## src/rtl/axil_to_reg_responder.sv

```systemverilog
// axil_to_reg_responder
//   AXI-Lite slave that converts each read or write transaction into a single
//   register-interface request and returns the completion as an AXI-Lite B or R
//   response. Only one transaction is in flight at a time. AW and W are
//   buffered independently, so they can arrive in any order. B and R are held
//   until the master accepts them.
//
//   Optional feature: define AXIL_REG_TIMEOUT_EN to abort a reg request with
//   SLVERR once it has waited TIMEOUT_CYCLES cycles without reg_ready_i.
//
// Ports
//   clk_i, rst_i                  clock; synchronous active-high reset
//   s_aw_* / s_w_* / s_b_*        AXI-Lite write address / data / response
//   s_ar_* / s_r_*                AXI-Lite read address / data+response
//   reg_addr_o, reg_wdata_o,      reg request fields, held constant while
//   reg_wstrb_o, reg_write_o,     reg_valid_o is high
//   reg_valid_o
//   reg_rdata_i, reg_error_i,     reg completion, sampled only while
//   reg_ready_i                   reg_valid_o is high
module axil_to_reg_responder #(
  parameter int AXI_ADDR_WIDTH = 32,
  parameter int AXI_DATA_WIDTH = 32,
  parameter int TIMEOUT_CYCLES = 256,
  localparam int STRB_WIDTH    = AXI_DATA_WIDTH / 8
) (
  input  logic                      clk_i,
  input  logic                      rst_i,
  input  logic [AXI_ADDR_WIDTH-1:0] s_aw_addr_i,
  input  logic [2:0]                s_aw_prot_i,
  input  logic                      s_aw_valid_i,
  output logic                      s_aw_ready_o,
  input  logic [AXI_DATA_WIDTH-1:0] s_w_data_i,
  input  logic [STRB_WIDTH-1:0]     s_w_strb_i,
  input  logic                      s_w_valid_i,
  output logic                      s_w_ready_o,
  output logic [1:0]                s_b_resp_o,
  output logic                      s_b_valid_o,
  input  logic                      s_b_ready_i,
  input  logic [AXI_ADDR_WIDTH-1:0] s_ar_addr_i,
  input  logic [2:0]                s_ar_prot_i,
  input  logic                      s_ar_valid_i,
  output logic                      s_ar_ready_o,
  output logic [AXI_DATA_WIDTH-1:0] s_r_data_o,
  output logic [1:0]                s_r_resp_o,
  output logic                      s_r_valid_o,
  input  logic                      s_r_ready_i,
  output logic [AXI_ADDR_WIDTH-1:0] reg_addr_o,
  output logic [AXI_DATA_WIDTH-1:0] reg_wdata_o,
  output logic [STRB_WIDTH-1:0]     reg_wstrb_o,
  output logic                      reg_write_o,
  output logic                      reg_valid_o,
  input  logic [AXI_DATA_WIDTH-1:0] reg_rdata_i,
  input  logic                      reg_error_i,
  input  logic                      reg_ready_i
);

  localparam logic [1:0] RESP_OKAY   = 2'b00;
  localparam logic [1:0] RESP_SLVERR = 2'b10;

  typedef enum logic [2:0] {IDLE, REG_WR, REG_RD, WR_RSP, RD_RSP} state_t;

  state_t                    state;
  logic                      aw_full, w_full, ar_full;
  logic                      aw_rdy, w_rdy, ar_rdy;
  logic [AXI_ADDR_WIDTH-1:0] aw_addr_q, ar_addr_q;
  logic [AXI_DATA_WIDTH-1:0] w_data_q;
  logic [STRB_WIDTH-1:0]     w_strb_q;
  logic                      rr_last_wr;

  logic aw_hs, w_hs, ar_hs;
  logic aw_avail, w_avail, ar_avail;
  logic wr_go, rd_go;
  logic reg_done, reg_tmo;
  logic wr_fin, rd_fin;
  logic aw_full_n, w_full_n, ar_full_n;

  // Protection bits carry no meaning for this peripheral.
  logic unused_prot;
  assign unused_prot = ^{s_aw_prot_i, s_ar_prot_i};

  assign s_aw_ready_o = aw_rdy;
  assign s_w_ready_o  = w_rdy;
  assign s_ar_ready_o = ar_rdy;

  assign aw_hs = s_aw_valid_i & aw_rdy;
  assign w_hs  = s_w_valid_i  & w_rdy;
  assign ar_hs = s_ar_valid_i & ar_rdy;

  // A handshake happening this cycle counts as available. This lets the reg
  // request start the cycle right after the last handshake, bypassing the
  // buffer.
  assign aw_avail = aw_full | aw_hs;
  assign w_avail  = w_full  | w_hs;
  assign ar_avail = ar_full | ar_hs;

  // Round-robin: when both directions are ready, the one not served last wins.
  assign wr_go = (state == IDLE) & aw_avail & w_avail & (~ar_avail | ~rr_last_wr);
  assign rd_go = (state == IDLE) & ar_avail & ~wr_go;

  assign reg_done = reg_valid_o & reg_ready_i;

`ifdef AXIL_REG_TIMEOUT_EN
  localparam int CNT_W = $clog2(TIMEOUT_CYCLES + 1);
  logic [CNT_W-1:0] tmo_cnt;

  // Counts cycles spent with reg_valid_o high. The count is 0 in the entry
  // cycle, so expiry happens after TIMEOUT_CYCLES further cycles.
  always_ff @(posedge clk_i) begin
    if (rst_i || !reg_valid_o)
      tmo_cnt <= '0;
    else if (tmo_cnt != CNT_W'(TIMEOUT_CYCLES))
      tmo_cnt <= tmo_cnt + CNT_W'(1);
  end

  // A completion in the same cycle as expiry takes priority.
  assign reg_tmo = reg_valid_o & ~reg_ready_i & (tmo_cnt == CNT_W'(TIMEOUT_CYCLES));
`else
  assign reg_tmo = 1'b0;
`endif

  assign wr_fin = (state == REG_WR) & (reg_done | reg_tmo);
  assign rd_fin = (state == REG_RD) & (reg_done | reg_tmo);

  // Buffers are released when the reg side finishes, so the next AW/W/AR can
  // be accepted while the response phase is still running.
  assign aw_full_n = aw_avail & ~wr_fin;
  assign w_full_n  = w_avail  & ~wr_fin;
  assign ar_full_n = ar_avail & ~rd_fin;

  always_ff @(posedge clk_i) begin
    if (rst_i) begin
      state       <= IDLE;
      aw_full     <= 1'b0;
      w_full      <= 1'b0;
      ar_full     <= 1'b0;
      aw_rdy      <= 1'b0;
      w_rdy       <= 1'b0;
      ar_rdy      <= 1'b0;
      aw_addr_q   <= '0;
      ar_addr_q   <= '0;
      w_data_q    <= '0;
      w_strb_q    <= '0;
      rr_last_wr  <= 1'b0;
      reg_addr_o  <= '0;
      reg_wdata_o <= '0;
      reg_wstrb_o <= '0;
      reg_write_o <= 1'b0;
      reg_valid_o <= 1'b0;
      s_b_valid_o <= 1'b0;
      s_b_resp_o  <= RESP_OKAY;
      s_r_valid_o <= 1'b0;
      s_r_data_o  <= '0;
      s_r_resp_o  <= RESP_OKAY;
    end else begin
      aw_full <= aw_full_n;
      w_full  <= w_full_n;
      ar_full <= ar_full_n;
      aw_rdy  <= ~aw_full_n;
      w_rdy   <= ~w_full_n;
      ar_rdy  <= ~ar_full_n;

      if (aw_hs) aw_addr_q <= s_aw_addr_i;
      if (ar_hs) ar_addr_q <= s_ar_addr_i;
      if (w_hs) begin
        w_data_q <= s_w_data_i;
        w_strb_q <= s_w_strb_i;
      end

      case (state)
        IDLE: begin
          if (wr_go) begin
            state       <= REG_WR;
            reg_valid_o <= 1'b1;
            reg_write_o <= 1'b1;
            reg_addr_o  <= aw_full ? aw_addr_q : s_aw_addr_i;
            reg_wdata_o <= w_full ? w_data_q : s_w_data_i;
            reg_wstrb_o <= w_full ? w_strb_q : s_w_strb_i;
            rr_last_wr  <= 1'b1;
          end else if (rd_go) begin
            state       <= REG_RD;
            reg_valid_o <= 1'b1;
            reg_write_o <= 1'b0;
            reg_addr_o  <= ar_full ? ar_addr_q : s_ar_addr_i;
            reg_wdata_o <= '0;
            reg_wstrb_o <= '0;
            rr_last_wr  <= 1'b0;
          end
        end
        REG_WR: begin
          if (wr_fin) begin
            state       <= WR_RSP;
            reg_valid_o <= 1'b0;
            reg_write_o <= 1'b0;
            s_b_valid_o <= 1'b1;
            s_b_resp_o  <= (reg_done && !reg_error_i) ? RESP_OKAY : RESP_SLVERR;
          end
        end
        REG_RD: begin
          if (rd_fin) begin
            state       <= RD_RSP;
            reg_valid_o <= 1'b0;
            s_r_valid_o <= 1'b1;
            s_r_data_o  <= reg_done ? reg_rdata_i : '0;
            s_r_resp_o  <= (reg_done && !reg_error_i) ? RESP_OKAY : RESP_SLVERR;
          end
        end
        WR_RSP: begin
          if (s_b_ready_i) begin
            state       <= IDLE;
            s_b_valid_o <= 1'b0;
            s_b_resp_o  <= RESP_OKAY;
          end
        end
        RD_RSP: begin
          if (s_r_ready_i) begin
            state       <= IDLE;
            s_r_valid_o <= 1'b0;
            s_r_data_o  <= '0;
            s_r_resp_o  <= RESP_OKAY;
          end
        end
        default: state <= IDLE;
      endcase
    end
  end

endmodule

```

## config.mk

```make
export PLATFORM = sky130hd
export DESIGN_NAME = axil_to_reg_responder
export DESIGN_NICKNAME = d
export VERILOG_FILES = /design/src/rtl/axil_to_reg_responder.sv
export SDC_FILE = /design/constraint.sdc
export NUM_CORES = 1
export LEC_CHECK = 0
export BUFFER_PORTS_ARGS = -buffer_cell sky130_fd_sc_hd__buf_2
export CAP_MARGIN = 10
export CORE_ASPECT_RATIO = 1.4
export CORE_MARGIN = 3
export CORE_UTILIZATION = 50
export CTS_CLUSTER_DIAMETER = 50
export CTS_CLUSTER_SIZE = 28
export DETAILED_ROUTE_END_ITERATION = 8
export PLACE_DENSITY = 0.77
export SLEW_MARGIN = 10
export SYNTH_ARGS = -nofsm -noshare
export SYNTH_HDL_FRONTEND = slang
export SYNTH_SLANG_ARGS = --single-unit
```

## constraint.sdc

```tcl
create_clock -name clk_i -period 2.1 [get_ports clk_i]
set_clock_uncertainty 0.1 [all_clocks]
set_input_delay 0.42 -clock clk_i [delete_from_list [all_inputs] [get_ports clk_i]]
set_output_delay 0.42 -clock clk_i [all_outputs]
set_load 0.02 [all_outputs]
```

== Word level (Yosys, flattened, before mapping) ==
Cells that the tools add are included.

* Register bits: 218
* Input bits: 147

* Eq/ne operators: 9
* Multiplexer cells: 42
* Bitwise operators: 26
* Reduce and logical (&&, ||, !) cells: 14

{| class="wikitable"
|+ Operators by type and width
! operator !! count
|-
| 32-bit 2-to-1 mux || 10
|-
| 32-bit one-hot mux with 2 select lines || 1
|-
| 3-bit 2-to-1 mux || 6
|-
| 3-bit one-hot mux with 5 select lines || 1
|-
| 1-bit bitwise AND || 14
|-
| 4-bit 2-to-1 mux || 3
|-
| 1-bit 2-to-1 mux || 10
|-
| 2-bit 2-to-1 mux || 5
|-
| 3-bit AND reduction || 3
|-
| 2-bit != test (second input constant) || 4
|-
| 1-bit NOT || 8
|-
| 2-bit one-hot mux with 2 select lines || 2
|-
| 2-bit nonzero test || 4
|-
| 3-bit by 2-bit == test with 1-bit output (second input constant) || 2
|-
| 1-bit one-hot mux with 2 select lines || 3
|-
| 5-bit AND reduction || 1
|-
| 1-bit OR || 4
|-
| 4-bit AND reduction || 1
|-
| 3-bit by 1-bit == test with 1-bit output (second input constant) || 1
|-
| 3-bit == test (second input constant) || 1
|-
| 3-bit logical NOT || 1
|-
| 3-bit != test (second input constant) || 1
|-
| 1-bit one-hot mux with 3 select lines || 1
|-
| 3-bit nonzero test || 1
|-
| 3 further kinds || 3
|}

== Depth between registers and ports, before layout ==
* Depth after elaboration: 10
* Gate-level depth with buffers: 7

== Worst setup path after synthesis ==
Ideal clock, no wire load.

* Kind: reg2reg
* Start point: register state[2]
* End point: register reg_addr_o[26]
* Library setup time: 133 ps
* Arrival time: 1,602 ps
* Data required time: 1,867 ps
* Path slack: 264 ps
* Stages on the path, launching flop included: 7
* Buffers on the path: 2
* Clock period less this slack: 1,836 ps
* Cells stage by stage: dfxtp_1 -> or3_1 -> a2111o_1 -> buf_6 -> buf_6 -> a211oi_2 -> a311oi_1

* Longest elaborated chain between the ends: 8
* Elaborated cells on any way between the ends: 10

{| class="wikitable"
|+ Ends and longest elaborated chain
! element !! RTL line !! source
|-
| start: declaration || 62 || <nowiki>state_t state;</nowiki>
|-
| start signal: assignment || 132 || <nowiki>state <= IDLE;</nowiki>
|-
| start signal: assignment || 172 || <nowiki>state <= REG_WR;</nowiki>
|-
| start signal: assignment || 180 || <nowiki>state <= REG_RD;</nowiki>
|-
| 3-bit logical NOT (*) || 97, 98, 169 ||
|-
| 1-bit bitwise AND (3 in a row) || 97 || <nowiki>assign wr_go = (state == IDLE) & aw_avail & w_avail & (~ar_avail | ~rr_last_wr);</nowiki>
|-
| 1-bit NOT || 98 || <nowiki>assign rd_go = (state == IDLE) & ar_avail & ~wr_go;</nowiki>
|-
| 1-bit bitwise AND || 98 ||
|-
| 2-bit nonzero test (no line) || -- ||
|-
| 2-bit AND reduction (no line) || -- ||
|-
| end signal: assignment || 175 || <nowiki>reg_addr_o <= aw_full ? aw_addr_q : s_aw_addr_i;</nowiki>
|-
| end signal: assignment || 183 || <nowiki>reg_addr_o <= ar_full ? ar_addr_q : s_ar_addr_i;</nowiki>
|-
| end: declaration || 47 || <nowiki>output logic [AXI_ADDR_WIDTH-1:0] reg_addr_o,</nowiki>
|}

Mark *: on every way between the ends. The rest lies on a longest branch, timed or not.
A chain may end at the register's enable or synchronous reset.

== Worst setup path in the final report ==
* Start point: register state[2]
* End point: register reg_addr_o[19]

The elaborated chain is that of the path after synthesis.

==> flow_summary.toml <==
[min_path]
min_path_type = "in2reg"

[synth]
synth-compound-area-share = 0.1831
netlist.area_leader.share = 0.4800
syn_area_um2 = 9009
synthCells = 1079
yosys.area.top_type = "dfxtp_1"
yosys-top-cells-count = "nand2_1, dfxtp_1, a21oi_1"
yosysMostFrequentCell = "nand2_1"
synth-adder-area-share = 0
synth_edf_count = 0
synth_top_family_by_area = "simple AND/OR/NAND/NOR gates"
yosysSeqAreaShare = 0.4800
yosys_warnings = 0
ys_seq_elements = 216
synth-simple-area-share = 0.2014
synth_xor_area_frac = 0.0009722
synthTopCellsByArea = "dfxtp_1, nand2_1, mux2_2"
ys.flop_type = "dfxtp_1"
synth_cell_type_count = 35
synth_mux_area_frac = 0.08500
synth_area_per_cell_um2 = 8.349
synthArstFlopShare = 0

[sta]
drv_slew = 0
period_share = 0.9404
worst_slew_pin_slew_ns = 0.7477
max_freq_mhz = 506.4
setup_slack_ns = 0.1252
max-slew-margin-rel = 0.5016
min_period_ns = 1.975
rsz0062_at_grt = "false"
finalHoldViolations = 0
setup_viol = 0

[routing]
antenna_left = 0
dr.pass1.iters = 5
routed_via_density = 5.412
drt_iter0_markers = 532
routedWlPerCell_um = 16.01
drcViolationCount = 0
route.vias.total = 8269
totalWireLength_um = 24470

[power]
report.power.total_mw = 9.170
peakVddDrop_v = 0.0007584
p_per_area_nw_per_um2 = 834.2
p_leak_nw = 4.395

[die]
core_area_um2 = 17540
die_h_um = 164.8
row_count = 57
start_util = 0.5135
ios = 258
fp.dieW_um = 119.4
die-area_um2 = 19690

[clocking]
clock-sinks = 216
cts_resized = 0
path_clk_slew_ns = 0.09
post_cts_buffers = 0
clock_latency_ns = 0.47
cts_hold_buffers = 0
cts_root_buf = "clkbuf_16"
htree_levels = 1
cts_tree = "done"
cts_buffers = 15
clock_path_buffers = 3

[critical_path]
cp-start-kind = "flip-flop"
r2r-end = "reg_addr_o[19]"
crit_end = "reg_addr_o[19]"
rr_startpoint = "state[2]"
critPathCaptureType = "flip-flop"
required_ns = 2.32
path_max_fanout = 68
startpoint = "state[2]"
r2r_cells = 5
rrSetupSlack_ns = 0.13
crit_arrival_ns = 2.20
path_class = "reg2reg"

[finish]
multiInputGateArea_um2 = 4267
nFillCells = 1582
seqCellArea_um2 = 4327
fin_nets = 1426
final_util = 0.6266
syn_to_final_growth_pct = 22.03
layout-drive-gt1-share = 0.3023
fin_area_um2 = 10990

[flow_run]
drv_cap = 0

[placement]
place_ws_ns = -0.008334
portBuffers = 249
place_area_um2 = 10480
place_congestion = 0.8171
dp_hpwl_um = 15990

[global_route]
antenna_found_initial = 5
grt_use_total = 0.2365
grt_pass1_wl_um = 38810
first_global_vias = 7836
grt_max_degree = 69
gr-total-overflow = 0

[run_status]
status = "finished clean"
metal layers:
layer | share of wire | routed length (um) | up-vias | GRT usage
li1 | - | - | 4099 | -
met1 | 0.41 | 9924 | 3880 | 0.2863
met2 | 0.50 | 12250 | 247 | 0.4187
met3 | 0.073 | 1791 | 39 | 0.05584
met4 | 0.019 | 476 | 4 | 0.06931
met5 | 0.0011 | 27 | - | 0
area by class of cell:
cell class	count	share of cell area
Antenna cell	5	0.001138
Clock buffer	16	0.03540
Clock inverter	9	0.009561
Inverter	3	0.001024
Multi-Input combinational cell	765	0.3881
Sequential cell	216	0.3936
Tap cell	236	0.02686
Timing Repair Buffer	278	0.1443
logic make-up after synthesis:
family,after synthesis
AOI/OAI and AO/OA,254
and+or+nand+nor,440
other,1
muxes,68
xor gates and xnor gates,1
buffers and inverters,99
DFF,216
through the flow:
step	hold WS (ns)	std cells	setup TNS (ns)
2_1_floorplan	0.3329	1080	0
3_3_place_gp	0.3381	1498	0
3_5_place_dp	0.3464	1498	-0.008334
4_1_cts	0.06553	1523	0
5_1_grt	0.07577	1526	0
6_report	0.08413	1528	0
placed cells by master (no fill, tap or decap), types with 5 or more instances in the layout:
cell type / instances
nand2_1: 307
buf_2: 248
dfxtp_1: 214
a21oi_1: 145
mux2_2: 68
nor2_1: 44
nand3_1: 39
a22oi_1: 34
nor2b_1: 32
a311oi_1: 32
a211oi_1: 23
buf_4: 19
clkbuf_16: 15
a211oi_2: 10
buf_12: 9
nor3_1: 6
diode_2: 5
worst min-delay path by stage:
stage	from	endpoint	slack (ns)	cells after the start
floorplan	ar_addr_q[0]	ar_addr_q[0]	0.33	2
global route	s_w_strb_i[0]	w_strb_q[0]	0.08	3
global placement	w_data_q[24]	w_data_q[24]	0.34	2
detailed placement	ar_addr_q[0]	ar_addr_q[0]	0.35	2
finish	s_ar_addr_i[29]	ar_addr_q[29]	0.08	3
CTS	s_w_data_i[0]	w_data_q[0]	0.07	3
flip-flops by register name (all words and copies together), names as in the netlist:
register,count
reg_valid_o,1
reg_write_o,1
s_r_valid_o,1
s_ar_ready_o,1
aw_addr_q,32
reg_addr_o,32
rr_last_wr,1
state,3
s_r_resp_o,1
w_strb_q,4
reg_wdata_o,32
s_b_resp_o,1
ar_addr_q,32
s_aw_ready_o,1
s_w_ready_o,1
w_data_q,32
s_b_valid_o,1
s_r_data_o,32
ar_full,1
aw_full,1
w_full,1
reg_wstrb_o,4
where the power goes:
group	leakage [nW]	internal (mW)	switching (mW)	total, mW
clock network	0.240	1.52	1.49	3.01
registers	1.76	4.34	0.129	4.47
logic	2.40	0.654	1.04	1.69
total	4.39	6.52	2.65	9.17
critical path: stages, from the launching register on:
cell and delay, ns:
dfxtp_1 0.32, or3_1 0.39, a2111o_2 0.42, buf_12 0.23, a211oi_1 0.25, a311oi_1 0.09
(Power assumes the default switching activity.)
